<file path="src/rtl/uart_tx_feeder.sv">
// Byte FIFO and launch sequencer sitting in front of a UART transmitter.
// Bytes are queued by host logic and launched one at a time over the DV / active / done handshake.
module uart_tx_feeder #(
  parameter int DEPTH    = 16,
  parameter int ADDR_W   = $clog2(DEPTH),
  parameter int GAP_CLKS = 0
) (
  input  logic            i_Clock,
  input  logic            i_Reset,
  input  logic            i_Wr_En,
  input  logic [7:0]      i_Wr_Byte,
  input  logic            i_Flush,
  output logic            o_Full,
  output logic            o_Empty,
  output logic [ADDR_W:0] o_Count,
  output logic            o_Overflow,
  output logic            o_Busy,
  output logic            o_Tx_DV,
  output logic [7:0]      o_Tx_Byte,
  input  logic            i_Tx_Active,
  input  logic            i_Tx_Done
);

  typedef logic [ADDR_W-1:0] ptr_t;
  typedef logic [ADDR_W:0]   cnt_t;

  typedef enum logic [1:0] {
    S_IDLE        = 2'd0,
    S_WAIT_ACTIVE = 2'd1,
    S_WAIT_DONE   = 2'd2
  } state_t;

  localparam ptr_t        PTR_ZERO = ptr_t'(0);
  localparam ptr_t        PTR_ONE  = ptr_t'(1);
  localparam cnt_t        CNT_ZERO = cnt_t'(0);
  localparam cnt_t        CNT_ONE  = cnt_t'(1);
  localparam cnt_t        CNT_FULL = cnt_t'(DEPTH);
  localparam logic [15:0] GAP_LOAD = 16'(GAP_CLKS);

  logic [7:0]  mem_r [DEPTH];
  ptr_t        wr_ptr_r;
  ptr_t        rd_ptr_r;
  cnt_t        count_next_s;
  state_t      state_r;
  state_t      state_next_s;
  logic [15:0] gap_r;
  logic        push_s;
  logic        pop_s;
  logic        gap_load_s;

  // Write qualification and next FIFO occupancy
  always_comb begin
    push_s       = i_Wr_En && !o_Full && !i_Flush;
    count_next_s = o_Count;
    if (i_Flush) begin
      count_next_s = CNT_ZERO;
    end else begin
      case ({push_s, pop_s})
        2'b10:   count_next_s = o_Count + CNT_ONE;
        2'b01:   count_next_s = o_Count - CNT_ONE;
        default: count_next_s = o_Count;
      endcase
    end
  end

  // Launch sequencer next-state; the done guard in idle blocks a relaunch on the second done cycle
  always_comb begin
    state_next_s = state_r;
    pop_s        = 1'b0;
    gap_load_s   = 1'b0;
    case (state_r)
      S_IDLE: begin
        if (!o_Empty && !i_Tx_Active && !i_Tx_Done && (gap_r == 16'd0)) begin
          pop_s        = 1'b1;
          state_next_s = S_WAIT_ACTIVE;
        end else begin
          state_next_s = S_IDLE;
        end
      end
      S_WAIT_ACTIVE: begin
        if (i_Tx_Active) begin
          state_next_s = S_WAIT_DONE;
        end else begin
          state_next_s = S_WAIT_ACTIVE;
        end
      end
      S_WAIT_DONE: begin
        if (i_Tx_Done) begin
          gap_load_s   = 1'b1;
          state_next_s = S_IDLE;
        end else begin
          state_next_s = S_WAIT_DONE;
        end
      end
      default: begin
        state_next_s = S_IDLE;
      end
    endcase
  end

  // Sequencer state register
  always_ff @(posedge i_Clock or posedge i_Reset) begin
    if (i_Reset) begin
      state_r <= S_IDLE;
    end else begin
      state_r <= state_next_s;
    end
  end

  // Pointers, flags, gap counter and transmitter-facing outputs
  always_ff @(posedge i_Clock or posedge i_Reset) begin
    if (i_Reset) begin
      wr_ptr_r   <= PTR_ZERO;
      rd_ptr_r   <= PTR_ZERO;
      o_Count    <= CNT_ZERO;
      o_Full     <= 1'b0;
      o_Empty    <= 1'b1;
      o_Overflow <= 1'b0;
      o_Busy     <= 1'b0;
      o_Tx_DV    <= 1'b0;
      o_Tx_Byte  <= 8'h00;
      gap_r      <= 16'd0;
    end else begin
      if (i_Flush) begin
        wr_ptr_r <= PTR_ZERO;
        rd_ptr_r <= PTR_ZERO;
      end else begin
        if (push_s) begin
          wr_ptr_r <= wr_ptr_r + PTR_ONE;
        end
        if (pop_s) begin
          rd_ptr_r <= rd_ptr_r + PTR_ONE;
        end
      end
      o_Count    <= count_next_s;
      o_Full     <= (count_next_s == CNT_FULL);
      o_Empty    <= (count_next_s == CNT_ZERO);
      o_Overflow <= i_Wr_En && o_Full && !i_Flush;
      o_Busy     <= (count_next_s != CNT_ZERO) || (state_next_s != S_IDLE);
      o_Tx_DV    <= pop_s;
      if (pop_s) begin
        o_Tx_Byte <= mem_r[rd_ptr_r];
      end
      if (gap_load_s) begin
        gap_r <= GAP_LOAD;
      end else if ((state_r == S_IDLE) && (gap_r != 16'd0)) begin
        gap_r <= gap_r - 16'd1;
      end
    end
  end

  // Byte storage; contents are don't-care until written
  always_ff @(posedge i_Clock) begin
    if (push_s) begin
      mem_r[wr_ptr_r] <= i_Wr_Byte;
    end
  end

endmodule

</file>
<file path="config.mk">
export PLATFORM = sky130hd
export DESIGN_NAME = uart_tx_feeder
export DESIGN_NICKNAME = d
export VERILOG_FILES = /design/src/rtl/uart_tx_feeder.sv
export SDC_FILE = /design/constraint.sdc
export NUM_CORES = 1
export LEC_CHECK = 0
export CAP_MARGIN = 10
export CELL_PAD_IN_SITES_DETAIL_PLACEMENT = 0
export CELL_PAD_IN_SITES_GLOBAL_PLACEMENT = 1
export CORE_UTILIZATION = 51
export DETAILED_ROUTE_END_ITERATION = 8
export PLACE_DENSITY = 0.86
export SYNTH_ARGS = -nofsm -noshare
export SYNTH_HDL_FRONTEND = slang
export SYNTH_SLANG_ARGS = --single-unit
</file>
<file path="constraint.sdc">
create_clock -name i_Clock -period 4.8 [get_ports i_Clock]
set_input_delay 0.48 -clock i_Clock [delete_from_list [all_inputs] [get_ports i_Clock]]
set_output_delay 0.48 -clock i_Clock [all_outputs]
set_load 0.02 [all_outputs]
</file>
==> flow_summary.json, run 1 <==
{
  "status": "finished clean",
  "cts_tree": "yes",
  "syn_nets": 470,
  "max_stage_delay_ps": 440,
  "crit_start": "gap_r[0]",
  "tightest_slew_ps": 957,
  "holdWs_ps": 476,
  "power_leakage_nw": 2.88,
  "synthesis.area_um2": 7150,
  "num_antenna_cells": 0,
  "power_density_nw_per_um2": 391,
  "worstPathRequired_ps": 5110,
  "coreArea_um2": 13500,
  "grt_first_pass_wirelength_um": 22300,
  "crit_buf_inv": 4,
  "whs_path_depth": 2,
  "finalWorstSetupSlack_ps": 990,
  "vias": 3859,
  "seq_area_frac_synth_pct": 69.1,
  "r2r_cells": 16,
  "start_util_pct": 53.2,
  "synth_edf_count": 128,
  "cts_setup_buffers": 0,
  "grt_pass1_vias": 4094,
  "fin_area_um2": 8170,
  "insertion_delay_ps": 440,
  "rr_startpoint": "gap_r[0]",
  "crit_fanout": 21,
  "nets": 507,
  "cts_buffer_depth": 2,
  "setup_tns_ps": 0,
  "hold_class": "flip-flop to flip-flop",
  "cts_sinks": 172,
  "slew_viol_final": 0,
  "clkSlewWorstSetupHoldPaths_ps": 60,
  "fmax_ghz": 0.262,
  "synthArstFlopShare_pct": 25.6,
  "first_pass_iters": 5,
  "track_usage_pct": 21.3,
  "nFillCells": 1004,
  "fp-row-count": 42,
  "yosys_most_used_dff": "edfxtp_1",
  "die_h_um": 120,
  "drtIter0Drc": 315,
  "worstSetupPathType": "flip-flop to flip-flop",
  "fin_crit_ps": 3810,
  "root_buffer": "clkbuf_16",
  "grt_max_degree": 45,
  "ys_types": 47,
  "fin_crit_sh_pct": 79.4,
  "area_growth_pct": 14.2,
  "gp_congestion": 0.763,
  "final_common_cell": "edfxtp_1",
  "drc_errors": 0,
  "pin_count": 32,
  "post_drt_wl_per_cell_um": 20.1,
  "hold_viol": 0,
  "place_worst_setup_slack_ps": 1020,
  "worstPathArrival_ps": 4120,
  "postPlaceCellArea_um2": 7650,
  "ys_warn_count": 0,
  "clock_skew_ps": 8.58,
  "grt_overflow_total": 0,
  "crit_family": "simple AND/OR/NAND/NOR gates",
  "cts.htree.levels": 4,
  "final_util_pct": 60.8,
  "drive_above_1_share_pct": 16.8,
  "dieArea_um2": 14500,
  "syn_inst": 446,
  "detail-route-antenna-nets": 0,
  "cp-end-kind": "flip-flop",
  "hold_buffers": 0,
  "slew_headroom_pct": 36.2,
  "crit_slowest_cell": "or4b_1",
  "layout_common_cells": "edfxtp_1 (128), dfrtp_1 (42), nor2_1 (36), mux4_2 (32)",
  "cts_made_buffers": 17,
  "setup_viol": 0,
  "syn_avg_cell_area_um2": 16.0,
  "r2r_setup_slack_ps": 990,
  "viasPerCell": 5.75,
  "antenna_found_initial": 0,
  "wirelength_um": 13500,
  "rsz0062_at_grt": "no",
  "hold_path_end": "o_Tx_Byte[6]",
  "die_w_um": 120,
  "cts_resized": 0,
  "peakVddDrop_mv": 0.276,
  "startpoint_type": "flip-flop",
  "cp_common_cell": "ha_1",
  "r2r-end": "o_Busy",
  "io_buffers": 31,
  "crit_chain": "inv_1 -> ha_1 -> or4b_1 -> nor3_2 -> buf_4 -> nand3_1 -> buf_4 -> inv_1 -> ha_1 -> xor2_1 -> ha_1 -> nor3b_1 -> a21oi_1 -> a21oi_1 -> a41oi_1 -> or4_1",
  "min_from": "o_Tx_Byte[6]",
  "place_hpwl_um": 8640,
  "cap_violations": 0,
  "ys_ff_latch": 172
}
cell usage after synthesis (3+ instances only):
library cell | number | area share [%]
a211o_1 | 3 | 0.37
a21oi_1 | 11 | 0.77
a221oi_1 | 8 | 0.98
a22o_1 | 8 | 0.98
buf_1 | 3 | 0.16
buf_2 | 6 | 0.42
buf_4 | 4 | 0.42
clkbuf_1 | 9 | 0.47
dfrtp_1 | 43 | 15
edfxtp_1 | 128 | 54
ha_1 | 10 | 1.7
inv_1 | 9 | 0.47
mux2i_1 | 10 | 1.4
mux4_2 | 32 | 10
nand2_1 | 31 | 1.6
nand2b_1 | 7 | 0.61
nand3_1 | 7 | 0.49
nand3b_1 | 4 | 0.42
nand4_1 | 3 | 0.26
nor2_1 | 36 | 1.9
nor2b_1 | 8 | 0.70
nor3_1 | 5 | 0.35
o21ai_0 | 14 | 0.98
or2_2 | 4 | 0.35
or3_1 | 4 | 0.35
xnor2_1 | 7 | 0.86
xor2_1 | 6 | 0.73
metal layers:
| layer | track usage (%) | vias to the layer above | routed length, um |
|---|---|---|---|
| met3 | 4.58 | 15 | 1050 |
| met2 | 33.6 | 113 | 6760 |
| li1 | - | 1785 | - |
| met1 | 28.9 | 1946 | 5480 |
| met4 | 9.03 | 0 | 219 |
| met5 | 0 | - | 0 |
cell type report:
cell class,count,area [um2],share of cell area [%]
inverters,9,33.8,0.413
well taps,176,220,2.69
multi-input cells,242,2060,25.3
repair buffers,41,385,4.72
flip-flops and latches,172,4950,60.5
clock buffers,18,429,5.25
clock inverters,13,92.6,1.13
worst reg2reg max path, cell delays in order, from the launching register on:
cell and delay, ps:
dfrtp_1 400, inv_1 110, ha_1 140, or4b_1 440
nor3_2 120, buf_4 200, nand3_1 90, buf_4 210
inv_1 150, ha_1 380, xor2_1 190, ha_1 260
nor3b_1 210, a21oi_1 60, a21oi_1 130, a41oi_1 170
or4_1 430
sequential cells by signal, indices dropped and copies added (netlist names), 2 cells and up:
signal / cells
o_Count: 5
mem_r: 128
o_Tx_Byte: 8
wr_ptr_r: 4
state_r: 2
rd_ptr_r: 4
gap_r: 16
worst max path at each step:
stage | to | cells past startpoint
2_1_floorplan | o_Busy | 16
3_3_place_gp | o_Busy | 16
3_5_place_dp | o_Busy | 16
4_1_cts | o_Busy | 16
5_1_grt | o_Busy | 16
6_report | o_Busy | 16
cells by family (layout without fill, tap and decap cells):
group / after synthesis / count (layout) / share of synthesized area, %
DFF: 172 / 172 / 69.1
and+or+nand+nor: 122 / 122 / 8.80
adders and majority gates: 10 / 10 / 1.75
xor gates and xnor gates: 13 / 13 / 1.59
AOI/OAI and AO/OA: 54 / 54 / 5.09
muxes: 43 / 43 / 11.6
buffers and inverters: 32 / 81 / 2.01
power breakdown:
group	internal, W	switching (W)	total [W]
combinational	0.000111	0.000130	0.000241
clock	0.000659	0.000563	0.00122
sequential	0.00167	0.0000647	0.00173
total	0.00244	0.000757	0.00320
through the flow:
stage	total power, W	instances
final	0.00320	671
after global routing	0.00333	671
after CTS	0.00322	671
after detailed placement	0.00201	640
after global placement	0.00199	640
after floorplan	0.00192	446
Note: power is estimated with default switching activity, not from simulation.
==> run 2: changes to the inputs <==
- CORE_UTILIZATION: 51 -> 46
- PLACE_DENSITY: 0.86 -> 0.82
- clock period: 4.8 -> 3.1 ns (I/O delays scaled with it)
==> run 2 against run 1 <==
Effect of this change: the run now ends with negative setup slack left; non-clock buffer count rose by 29; fmax rose by 22%; final cell count rose by 6.1%; setup slack got worse by 1000 ps; core utilization fell by 4.3 points; clock-buffer cell count fell by 1; design area rose by 4.9%; hold slack got worse by 190 ps; routed wire length rose by 2.3%; register-to-register slack got worse by 1000 ps.
==> flow_summary.json, run 2 (synthesis gave the netlist of run 1 again) <==
{
  "grt_first_pass_wirelength_um": 22200,
  "p_sw_share_pct": 23.1,
  "coreArea_um2": 15200,
  "crit_chain": "inv_2 -> ha_4 -> or4b_4 -> nor3_4 -> nand3_2 -> inv_2 -> ha_4 -> xor2_2 -> ha_2 -> nor3b_2 -> a21oi_1 -> a21oi_1 -> a41oi_2 -> or4_1",
  "gp_congestion": 0.812,
  "worstSetupPathType": "flip-flop to flip-flop",
  "reg.largest.list": "mem_r: 128 flops, gap_r: 16 flops, o_Tx_Byte: 8 flops",
  "final_common_cell": "edfxtp_1",
  "crit_slowest_cell": "or4b_4",
  "cts_tree": "yes",
  "place_worst_setup_slack_ps": -105,
  "slew_viol_final": 0,
  "cts.htree.levels": 4,
  "largest_register_ffs": 128,
  "grt_pass1_vias": 4084,
  "startpoint_type": "flip-flop",
  "cts_buffer_depth": 2,
  "layout_common_cells": "edfxtp_1 (128), dfrtp_1 (42), buf_4 (38), nor2_1 (36), mux4_2 (32)",
  "p_int_w": 0.00410,
  "power_density_nw_per_um2": 621,
  "num_antenna_cells": 0,
  "worstPathRequired_ps": 3400,
  "insertion_delay_ps": 430,
  "viasPerCell": 5.54,
  "post_drt_wl_per_cell_um": 19.4,
  "cts_made_buffers": 17,
  "fin_crit_sh_pct": 101,
  "multi_input_area_um2": 2140,
  "crit_fanout": 2,
  "rsz0062_at_grt": "yes",
  "drive_above_1_share_pct": 24.2,
  "root_buffer": "clkbuf_16",
  "fin_crit_ps": 3120,
  "slew_headroom_pct": 54.1,
  "nets": 536,
  "power_leakage_nw": 3.09,
  "die_w_um": 127,
  "first_pass_iters": 4,
  "fp-row-count": 45,
  "wirelength_um": 13800,
  "area_growth_pct": 19.9,
  "grt_max_degree": 36,
  "vias": 3947,
  "status": "finished with violations",
  "p_switching_w": 0.00123,
  "pin_count": 32,
  "drtIter0Drc": 333,
  "fmax_ghz": 0.320,
  "hold_viol": 0,
  "violations": "negative setup slack",
  "max_stage_delay_ps": 460,
  "grt_overflow_total": 0,
  "clkSlewWorstSetupHoldPaths_ps": 60,
  "r2r_setup_slack_ps": -20,
  "drc_errors": 0,
  "die_h_um": 127,
  "worstPathArrival_ps": 3420,
  "io_buffers": 31,
  "r2r-end": "o_Busy",
  "place_hpwl_um": 8750,
  "finalWorstSetupSlack_ps": -22.2,
  "p_comb_share_pct": 8.8,
  "largest_register": "mem_r",
  "setup_viol": 1,
  "detail-route-antenna-nets": 0,
  "power_frac_clock_pct": 40.9,
  "cts_sinks": 172,
  "cp-end-kind": "flip-flop",
  "antenna_found_initial": 0,
  "ff_latch_area_um2": 4950,
  "clock_skew_ps": 7.83,
  "track_usage_pct": 18.8,
  "final_util_pct": 56.4,
  "r2r_cells": 14,
  "cap_violations": 0,
  "rr_startpoint": "gap_r[0]",
  "dieArea_um2": 16100,
  "start_util_pct": 47.1,
  "holdWs_ps": 287,
  "peakVddDrop_mv": 0.411,
  "nFillCells": 1152,
  "tightest_slew_ps": 687,
  "hold_class": "input port to async pin",
  "power_frac_seq_pct": 50.3
}
[run 2: cell type report]
class                           instances  share of cell area, %
Sequential cell                       172                   57.7
Multi-Input combinational cell        242                   24.9
Timing Repair Buffer                   70                   7.18
Clock buffer                           17                   4.96
Tap cell                              188                   2.74
Clock inverter                         14                   2.14
Inverter                                9                  0.394
[run 2: timing repair]
item	4_1_cts	5_1_grt
pin swaps	6	2
hold buffers	0	0
resized for setup	9	3
setup buffers	2	2
gates cloned	0	0
endpoints found under the setup margin	1	3
[run 2: worst max-delay path by stage]
stage               startpoint  endpoint  cells after the start
floorplan             gap_r[0]    o_Busy                     16
CTS                   gap_r[0]    o_Busy                     14
global route          gap_r[0]    o_Busy                     14
global placement      gap_r[1]    o_Busy                     14
finish                gap_r[0]    o_Busy                     14
detailed placement    gap_r[1]    o_Busy                     14
[run 2: routing by layer]
| layer | vias to the layer above | share of wire [%] | track usage [%] | routed length, um |
|---|---|---|---|---|
| met2 | 99 | 50 | 30.7 | 6950 |
| met5 | - | 0 | 0 | 0 |
| met1 | 1993 | 43 | 25.0 | 5940 |
| li1 | 1844 | - | - | - |
| met3 | 11 | 5.5 | 3.92 | 759 |
| met4 | 0 | 1.1 | 7.21 | 158 |
[run 2: critical path: cells and delay by family (launching register included)]
| family | cells | cell delay, ps |
|---|---|---|
| DFF | 1 | 390 |
| buffers and inverters | 2 | 190 |
| adders and majority gates | 3 | 570 |
| AOI/OAI and AO/OA | 3 | 430 |
| xor gates and xnor gates | 1 | 130 |
| and+or+nand+nor | 5 | 1300 |
[run 2: stage by stage]
step,TNS (ps),std cells,total power (W),area [um2]
2_1_floorplan,-108,446,0.00298,7180
3_3_place_gp,0,677,0.00314,7880
3_5_place_dp,-105,677,0.00317,7880
4_1_cts,-74.0,710,0.00536,8550
5_1_grt,-233,712,0.00553,8580
6_report,-22.2,712,0.00532,8580
[run 2: power by group through the flow]
stage / sequential, W / combinational (W) / clock (W)
after floorplan: 0.00271 / 0.000265 / 0
after global placement: 0.00271 / 0.000429 / 0
after detailed placement: 0.00272 / 0.000451 / 0
after CTS: 0.00268 / 0.000467 / 0.00222
after global routing: 0.00269 / 0.000523 / 0.00231
final: 0.00268 / 0.000468 / 0.00218
